===== src/rtl/tx_axis_arbiter_if.sv =====
// AXIS bundle between N_SRC packet sources, the TX arbiter and tx_mac.
// master: arbiter view (drives m00 and per-source tready); slave: environment view.
interface tx_axis_arbiter_if #(
  parameter int N_SRC = 4
);
  logic [N_SRC*32-1:0] s00_axis_tdata;
  logic [N_SRC*4-1:0]  s00_axis_tkeep;
  logic [N_SRC-1:0]    s00_axis_tvalid;
  logic [N_SRC-1:0]    s00_axis_tlast;
  logic [N_SRC-1:0]    s00_axis_tready;
  logic [31:0]         m00_axis_tdata;
  logic [3:0]          m00_axis_tkeep;
  logic                m00_axis_tvalid;
  logic                m00_axis_tlast;
  logic                m00_axis_tready;

  modport master (
    input  s00_axis_tdata, s00_axis_tkeep, s00_axis_tvalid, s00_axis_tlast,
    output s00_axis_tready,
    output m00_axis_tdata, m00_axis_tkeep, m00_axis_tvalid, m00_axis_tlast,
    input  m00_axis_tready
  );

  modport slave (
    output s00_axis_tdata, s00_axis_tkeep, s00_axis_tvalid, s00_axis_tlast,
    input  s00_axis_tready,
    input  m00_axis_tdata, m00_axis_tkeep, m00_axis_tvalid, m00_axis_tlast,
    output m00_axis_tready
  );
endinterface


===== src/rtl/tx_axis_arbiter.sv =====
// Packet-granular round-robin arbiter feeding tx_mac from N_SRC AXIS sources.
// Optional TX_ARB_FAST_REGRANT_EN: regrant on the TLAST-accept edge, no idle bubble.
//
// state  | meaning
// IDLE   | no grant, all outputs 0; arbitrate from rr_ptr on any tvalid
// ACTIVE | one source granted until its TLAST beat is accepted
module tx_axis_arbiter #(
  parameter int N_SRC = 4
) (
  input  logic              i_clk,
  input  logic              i_reset,
  tx_axis_arbiter_if.master bus,
  output logic [N_SRC-1:0]  o_grant,
  output logic              o_busy
);
  localparam int DATA_WIDTH  = 32;
  localparam int DATA_NBYTES = DATA_WIDTH / 8;
  localparam int IDX_W       = $clog2(N_SRC);

  typedef enum logic [1:0] {
    IDLE   = 2'b00,
    ACTIVE = 2'b01
  } state_t;

  state_t             state, next_state;
  logic [IDX_W-1:0]   gidx, next_gidx;
  logic [IDX_W-1:0]   rr_ptr, next_ptr;
  logic [IDX_W-1:0]   search_base, winner;
  logic [N_SRC-1:0]   next_grant;
  logic               any_req;
  logic               last_accept;

  function automatic logic [IDX_W-1:0] wrap_add(input logic [IDX_W-1:0] base, input int ofs);
    int s;
    s = int'(base) + ofs;
    if (s >= N_SRC) s = s - N_SRC;
    return IDX_W'(s);
  endfunction

`ifdef TX_ARB_FAST_REGRANT_EN
  // Searching from g+1 visits g last, so g only wins when it is the sole requester.
  assign search_base = (state == ACTIVE) ? wrap_add(gidx, 1) : rr_ptr;
`else
  assign search_base = rr_ptr;
`endif

  // Descending scan so the smallest offset from search_base is the final winner.
  always_comb begin
    any_req = 1'b0;
    winner  = search_base;
    for (int i = N_SRC - 1; i >= 0; i--) begin
      if (bus.s00_axis_tvalid[wrap_add(search_base, i)]) begin
        any_req = 1'b1;
        winner  = wrap_add(search_base, i);
      end
    end
  end

  always_comb begin
    bus.m00_axis_tdata  = '0;
    bus.m00_axis_tkeep  = '0;
    bus.m00_axis_tvalid = 1'b0;
    bus.m00_axis_tlast  = 1'b0;
    bus.s00_axis_tready = '0;
    if (state == ACTIVE) begin
      bus.m00_axis_tdata  = bus.s00_axis_tdata[gidx*DATA_WIDTH +: DATA_WIDTH];
      bus.m00_axis_tkeep  = bus.s00_axis_tkeep[gidx*DATA_NBYTES +: DATA_NBYTES];
      bus.m00_axis_tvalid = bus.s00_axis_tvalid[gidx];
      bus.m00_axis_tlast  = bus.s00_axis_tlast[gidx];
      bus.s00_axis_tready[gidx] = bus.m00_axis_tready;
    end
  end

  assign last_accept = (state == ACTIVE) && bus.m00_axis_tvalid &&
                       bus.m00_axis_tready && bus.m00_axis_tlast;
  assign o_busy      = (state == ACTIVE);

  always_comb begin
    next_state = state;
    next_gidx  = gidx;
    next_ptr   = rr_ptr;
    next_grant = o_grant;
    case (state)
      IDLE: begin
        if (any_req) begin
          next_state = ACTIVE;
          next_gidx  = winner;
          next_grant = {{(N_SRC-1){1'b0}}, 1'b1} << winner;
        end
      end
      ACTIVE: begin
        if (last_accept) begin
          next_ptr = wrap_add(gidx, 1);
`ifdef TX_ARB_FAST_REGRANT_EN
          if (any_req) begin
            next_gidx  = winner;
            next_grant = {{(N_SRC-1){1'b0}}, 1'b1} << winner;
          end else begin
            next_state = IDLE;
            next_grant = '0;
          end
`else
          next_state = IDLE;
          next_grant = '0;
`endif
        end
      end
      default: begin
        next_state = IDLE;
        next_grant = '0;
      end
    endcase
  end

  always_ff @(posedge i_clk or posedge i_reset) begin
    if (i_reset) begin
      state   <= IDLE;
      gidx    <= '0;
      rr_ptr  <= '0;
      o_grant <= '0;
    end else begin
      state   <= next_state;
      gidx    <= next_gidx;
      rr_ptr  <= next_ptr;
      o_grant <= next_grant;
    end
  end
endmodule


===== src/flat_wrapper.sv =====
// flat-port wrapper written by rule: the top's interface ports become plain ports
module tx_axis_arbiter_flat 
#(
  parameter int N_SRC = 4
)
  (i_clk, i_reset, o_grant, o_busy, bus_s00_axis_tdata, bus_s00_axis_tkeep, bus_s00_axis_tvalid, bus_s00_axis_tlast, bus_s00_axis_tready, bus_m00_axis_tdata, bus_m00_axis_tkeep, bus_m00_axis_tvalid, bus_m00_axis_tlast, bus_m00_axis_tready);
  tx_axis_arbiter_if #(.N_SRC(N_SRC)) bus_i ();
  input  logic i_clk;
  input  logic i_reset;
  output logic [N_SRC-1:0] o_grant;
  output logic o_busy;
  input wire logic [$bits(bus_i.s00_axis_tdata)-1:0] bus_s00_axis_tdata;
  input wire logic [$bits(bus_i.s00_axis_tkeep)-1:0] bus_s00_axis_tkeep;
  input wire logic [$bits(bus_i.s00_axis_tvalid)-1:0] bus_s00_axis_tvalid;
  input wire logic [$bits(bus_i.s00_axis_tlast)-1:0] bus_s00_axis_tlast;
  output wire logic [$bits(bus_i.s00_axis_tready)-1:0] bus_s00_axis_tready;
  output wire logic [$bits(bus_i.m00_axis_tdata)-1:0] bus_m00_axis_tdata;
  output wire logic [$bits(bus_i.m00_axis_tkeep)-1:0] bus_m00_axis_tkeep;
  output wire logic [$bits(bus_i.m00_axis_tvalid)-1:0] bus_m00_axis_tvalid;
  output wire logic [$bits(bus_i.m00_axis_tlast)-1:0] bus_m00_axis_tlast;
  input wire logic [$bits(bus_i.m00_axis_tready)-1:0] bus_m00_axis_tready;
  assign bus_i.s00_axis_tdata = bus_s00_axis_tdata;
  assign bus_i.s00_axis_tkeep = bus_s00_axis_tkeep;
  assign bus_i.s00_axis_tvalid = bus_s00_axis_tvalid;
  assign bus_i.s00_axis_tlast = bus_s00_axis_tlast;
  assign bus_s00_axis_tready = bus_i.s00_axis_tready;
  assign bus_m00_axis_tdata = bus_i.m00_axis_tdata;
  assign bus_m00_axis_tkeep = bus_i.m00_axis_tkeep;
  assign bus_m00_axis_tvalid = bus_i.m00_axis_tvalid;
  assign bus_m00_axis_tlast = bus_i.m00_axis_tlast;
  assign bus_i.m00_axis_tready = bus_m00_axis_tready;
  tx_axis_arbiter #(.N_SRC(N_SRC)) u_core (.i_clk(i_clk), .i_reset(i_reset), .bus(bus_i), .o_grant(o_grant), .o_busy(o_busy));
endmodule

===== config.mk =====
export PLATFORM = sky130hd
export DESIGN_NAME = tx_axis_arbiter_flat
export DESIGN_NICKNAME = d
export VERILOG_FILES = /design/src/rtl/tx_axis_arbiter_if.sv /design/src/rtl/tx_axis_arbiter.sv /design/src/flat_wrapper.sv
export SDC_FILE = /design/constraint.sdc
export NUM_CORES = 1
export LEC_CHECK = 0
export ABC_CLOCK_PERIOD_IN_PS = 1980
export CORE_MARGIN = 2
export CORE_UTILIZATION = 28
export DETAILED_ROUTE_END_ITERATION = 7
export PLACE_DENSITY = 0.89
export SLEW_MARGIN = 20
export SYNTH_ARGS = -nofsm -noshare
export SYNTH_HDL_FRONTEND = slang
export SYNTH_SLANG_ARGS = --single-unit

===== constraint.sdc =====
create_clock -name i_clk -period 1.98 [get_ports i_clk]
set_input_delay 0.396 -clock i_clk [delete_from_list [all_inputs] [get_ports i_clk]]
set_output_delay 0.396 -clock i_clk [all_outputs]
set_load 0.02 [all_outputs]

==> metrics.txt <==
# TYPE chip_impl_metric gauge
chip_impl_metric{name="dieHeight",unit="um"} 83.7
chip_impl_metric{name="fmaxAchievable",unit="MHz"} 467
chip_impl_metric{name="post_synth_inst_count",unit=""} 145
chip_impl_info{name="failing_checks",value="setup timing"} 1
chip_impl_metric{name="first_pass_grt_wire_length",unit="um"} 12300
chip_impl_metric{name="layout_worst_path_cycle_share",unit=""} 1.08
chip_impl_info{name="timing_worst_setup_path_type",value="reg2out"} 1
chip_impl_metric{name="placedCellCount",unit=""} 423
chip_impl_metric{name="layout.cell_area.non_filler",unit="mm2"} 0.00433
chip_impl_metric{name="worst_reg_to_reg_setup_slack",unit="ns"} 0.07
chip_impl_metric{name="netlist-cell-type-count",unit=""} 33
chip_impl_metric{name="clock_tree.buffer_depth",unit=""} 2
chip_impl_metric{name="detail_route.iter0.violations",unit=""} 58
chip_impl_metric{name="cts_htree_levels",unit=""} 1
chip_impl_metric{name="syn_area_per_cell",unit="um2"} 12.3
chip_impl_metric{name="fill_cells",unit=""} 474
chip_impl_metric{name="clock_buffers_created_by_tritoncts",unit=""} 3
chip_impl_metric{name="leakage_power_figure",unit="nW"} 1.74
chip_impl_info{name="dominantRegCellSynth",value="sky130_fd_sc_hd__dfrtp_1"} 1
chip_impl_metric{name="number_of_enable_type_register_cells_in_the_synthesized_netlist",unit=""} 0
chip_impl_metric{name="tightestPinTransition",unit="ns"} 0.391
chip_impl_metric{name="clkSlewWorstSetupHoldPaths",unit="ns"} 0.05
chip_impl_metric{name="max_cap_viol_count",unit=""} 0
chip_impl_metric{name="floorplan.initialDensity",unit=""} 0.285
chip_impl_metric{name="core_area",unit="mm2"} 0.00624
chip_impl_metric{name="maximum_number_of_pins_on_one_net_before_global_route_repair",unit=""} 25
chip_impl_info{name="outcome",value="finished, violations left"} 1
chip_impl_metric{name="non_filler_instance_count_after_layout",unit=""} 440
chip_impl_metric{name="final_antenna_net_count",unit=""} 0
chip_impl_info{name="worstReg2RegEnd",value="u_core.o_grant[0]"} 1
chip_impl_metric{name="finalMaxSlewViolations",unit=""} 0
chip_impl_metric{name="routedWlPerCell",unit="um"} 19.2
chip_impl_metric{name="hold_violation_count_in_the_final_report",unit=""} 0
chip_impl_metric{name="synth-async-reset-ratio",unit=""} 1.00
chip_impl_metric{name="number_of_drc_violations_after_detailed_routing",unit=""} 0
chip_impl_metric{name="number_of_ports_placed_on_the_die_boundary",unit=""} 202
chip_impl_info{name="critical_path.reg2reg.startpoint",value="u_core.gidx[0]"} 1
chip_impl_metric{name="netlist.area_leader.share",unit=""} 0.468
chip_impl_metric{name="grt_util_all_layers",unit=""} 0.219
chip_impl_info{name="netlist_top_cells_count",value="sky130_fd_sc_hd__and2_1, sky130_fd_sc_hd__mux4_2, sky130_fd_sc_hd__dfrtp_1"} 1
chip_impl_metric{name="antenna_found_initial",unit=""} 0
chip_impl_info{name="hold_path_class",value="in2async"} 1
chip_impl_metric{name="gp_congestion",unit=""} 0.824
chip_impl_metric{name="area_growth",unit="%"} 143
chip_impl_info{name="setup_repair_after_global_routing_missed_its_margin",value="true"} 1
chip_impl_metric{name="setup-tns-final",unit="ns"} -4.06
chip_impl_metric{name="drt_pass1_iterations",unit=""} 4
chip_impl_metric{name="timing.clock.skew",unit="ns"} 0.00636
chip_impl_metric{name="share_of_synthesized_area_occupied_by_flip_flops_and_latches",unit=""} 0.126
chip_impl_info{name="cts_tree",value="built"} 1
chip_impl_metric{name="p_total",unit="mW"} 5.20
chip_impl_metric{name="timing.final.ws_setup",unit="ns"} -0.159
chip_impl_metric{name="fp.dieW",unit="um"} 83.7
chip_impl_metric{name="finalWorstPathRequiredPeriod",unit="ns"} 2.14
chip_impl_metric{name="yosys_register_bits",unit=""} 9
chip_impl_info{name="post-synth-top-count-cell",value="sky130_fd_sc_hd__and2_1"} 1
chip_impl_metric{name="finalSetupViolations",unit=""} 40
chip_impl_metric{name="crit_required",unit="ns"} 1.58
chip_impl_metric{name="design.die.area",unit="mm2"} 0.00701
chip_impl_metric{name="path_max_fanout",unit=""} 6
chip_impl_metric{name="residual_overflow_from_global_routing",unit=""} 0
chip_impl_metric{name="syn-cell-area",unit="mm2"} 0.00178
chip_impl_info{name="setup_crit_start_kind",value="flip-flop"} 1
chip_impl_metric{name="vdd_drop_max",unit="V"} 0.000887
chip_impl_info{name="cp-end-kind",value="primary output"} 1
chip_impl_metric{name="number_of_buffer_cells_added_on_primary_ports",unit=""} 201
chip_impl_info{name="netlist.top_cell.by_area",value="sky130_fd_sc_hd__mux4_2"} 1
chip_impl_metric{name="final_nets",unit=""} 523
chip_impl_metric{name="drt_wl_total",unit="um"} 8430
chip_impl_metric{name="cts_hold_buf",unit=""} 0
chip_impl_metric{name="grt_pass1_vias",unit=""} 2385
chip_impl_metric{name="drive_above_1_share",unit=""} 0.433
chip_impl_metric{name="power-per-cell-area",unit="mW/mm2"} 1200
chip_impl_metric{name="routed_via_density",unit=""} 5.10
chip_impl_metric{name="post-route-util",unit=""} 0.694
chip_impl_info{name="post_synth_main_area_contributors",value="sky130_fd_sc_hd__mux4_2, sky130_fd_sc_hd__and2_1, sky130_fd_sc_hd__dfrtp_1"} 1
chip_impl_info{name="cts-root-buf",value="sky130_fd_sc_hd__clkbuf_8"} 1
chip_impl_metric{name="ys.warnings.count",unit=""} 0
chip_impl_metric{name="clock_sinks",unit=""} 9
chip_impl_metric{name="maxSlewHeadroom",unit=""} 0.737
chip_impl_metric{name="core.rowCount",unit=""} 29
chip_impl_metric{name="place_hpwl",unit="um"} 6320
chip_impl_metric{name="synth_fp_nets",unit=""} 304
chip_impl_metric{name="routed-via-count",unit=""} 2242
chip_impl_metric{name="worst_skew_pair.late_latency",unit="ns"} 0.24
chip_impl_metric{name="placedInstanceArea",unit="mm2"} 0.00393
chip_impl_metric{name="r2r_cells",unit=""} 8
chip_impl_metric{name="worst_ep_arrival_time",unit="ns"} 1.74
chip_impl_metric{name="insertedDiodeCount",unit=""} 0
-- area by class of cell --
cell class | instances | area, um2 | share of cell area
inverters | 5 | 23.8 | 0.00549
well taps | 77 | 96.3 | 0.0222
repair buffers | 229 | 2390 | 0.553
multi-input cells | 116 | 1550 | 0.357
flip-flops and latches | 9 | 228 | 0.0526
clock buffers | 4 | 45.0 | 0.0104
-- how the worst max path moves through the flow --
stage | startpoint | end
2_1_floorplan | u_core.gidx[0] | bus_m00_axis_tdata[10]
3_3_place_gp | bus_s00_axis_tvalid[2] | bus_m00_axis_tvalid
3_5_place_dp | bus_s00_axis_tvalid[2] | bus_m00_axis_tvalid
4_1_cts | u_core.gidx[0] | bus_m00_axis_tvalid
5_1_grt | u_core.gidx[0] | bus_m00_axis_tvalid
6_report | u_core.gidx[0] | bus_m00_axis_tvalid
-- per-stage QoR --
step                      hold slack [ns]  worst slack (ns)
final                               0.428            -0.159
after global routing                0.484            -0.186
after CTS                           0.447            -0.199
after detailed placement            0.524            -0.554
after global placement              0.513            -0.534
after floorplan                     0.224            0.0628
-- state kept, by name, summed over array words and instances (netlist names) --
signal and count:
u_core.gidx 2, u_core.state 1, u_core.rr_ptr 2, u_core.o_grant 4
-- per-layer routing --
layer  vias to the layer above  share of wire  GRT usage
met3                        11          0.057     0.0376
met2                       106           0.54      0.420
met5                         -              0          0
met4                         0          0.015     0.0469
li1                       1015              -          -
met1                      1110           0.38      0.254
-- critical path, cell delays in order, from the launching register on --
cell and delay (ns):
sky130_fd_sc_hd__dfrtp_2 0.42, sky130_fd_sc_hd__buf_12 0.16, sky130_fd_sc_hd__clkbuf_16 0.16, sky130_fd_sc_hd__buf_8 0.13
sky130_fd_sc_hd__mux4_2 0.33, sky130_fd_sc_hd__and2_4 0.18, sky130_fd_sc_hd__buf_6 0.12
-- cells in the final DEF, fill, tap and decap left out, types with 2 or more instances in the layout --
cell type                           n
sky130_fd_sc_hd__dfrtp_1            7
sky130_fd_sc_hd__buf_6             35
sky130_fd_sc_hd__a21boi_1           2
sky130_fd_sc_hd__and2_1             6
sky130_fd_sc_hd__a32o_1             2
sky130_fd_sc_hd__dfrtp_2            2
sky130_fd_sc_hd__ha_4               2
sky130_fd_sc_hd__buf_2              4
sky130_fd_sc_hd__inv_1              4
sky130_fd_sc_hd__a32o_2             2
sky130_fd_sc_hd__mux4_2            38
sky130_fd_sc_hd__nand2_1            2
sky130_fd_sc_hd__clkbuf_16          3
sky130_fd_sc_hd__nand2b_1           2
sky130_fd_sc_hd__and3_4             3
sky130_fd_sc_hd__o22a_1             2
sky130_fd_sc_hd__or2b_1             2
sky130_fd_sc_hd__buf_12             6
sky130_fd_sc_hd__o21ai_0            2
sky130_fd_sc_hd__clkdlybuf4s50_1  159
sky130_fd_sc_hd__and2_4            32
sky130_fd_sc_hd__clkbuf_8           3
sky130_fd_sc_hd__a21oi_1            4
sky130_fd_sc_hd__buf_4             20
-- what timing repair did --
action,in CTS,in global routing
setup endpoints to repair,42,42
pin swaps,3,15
cloned,3,3
buffers inserted,3,6
resized for setup,220,72
-- power breakdown --
part | total (mW) | internal (mW) | switching (mW)
combinational | 4.63 | 2.76 | 1.88
sequential | 0.343 | 0.263 | 0.0802
clock | 0.223 | 0.141 | 0.0821
-- cells by family after synthesis --
family          count (synthesis)  synth area share
compound gates                 18            0.0759
simple gates                   55             0.208
buf+inv                        20            0.0724
flops                           9             0.126
fa+ha+maj                       4            0.0281
mux                            39             0.489
(Power assumes the default switching activity.)
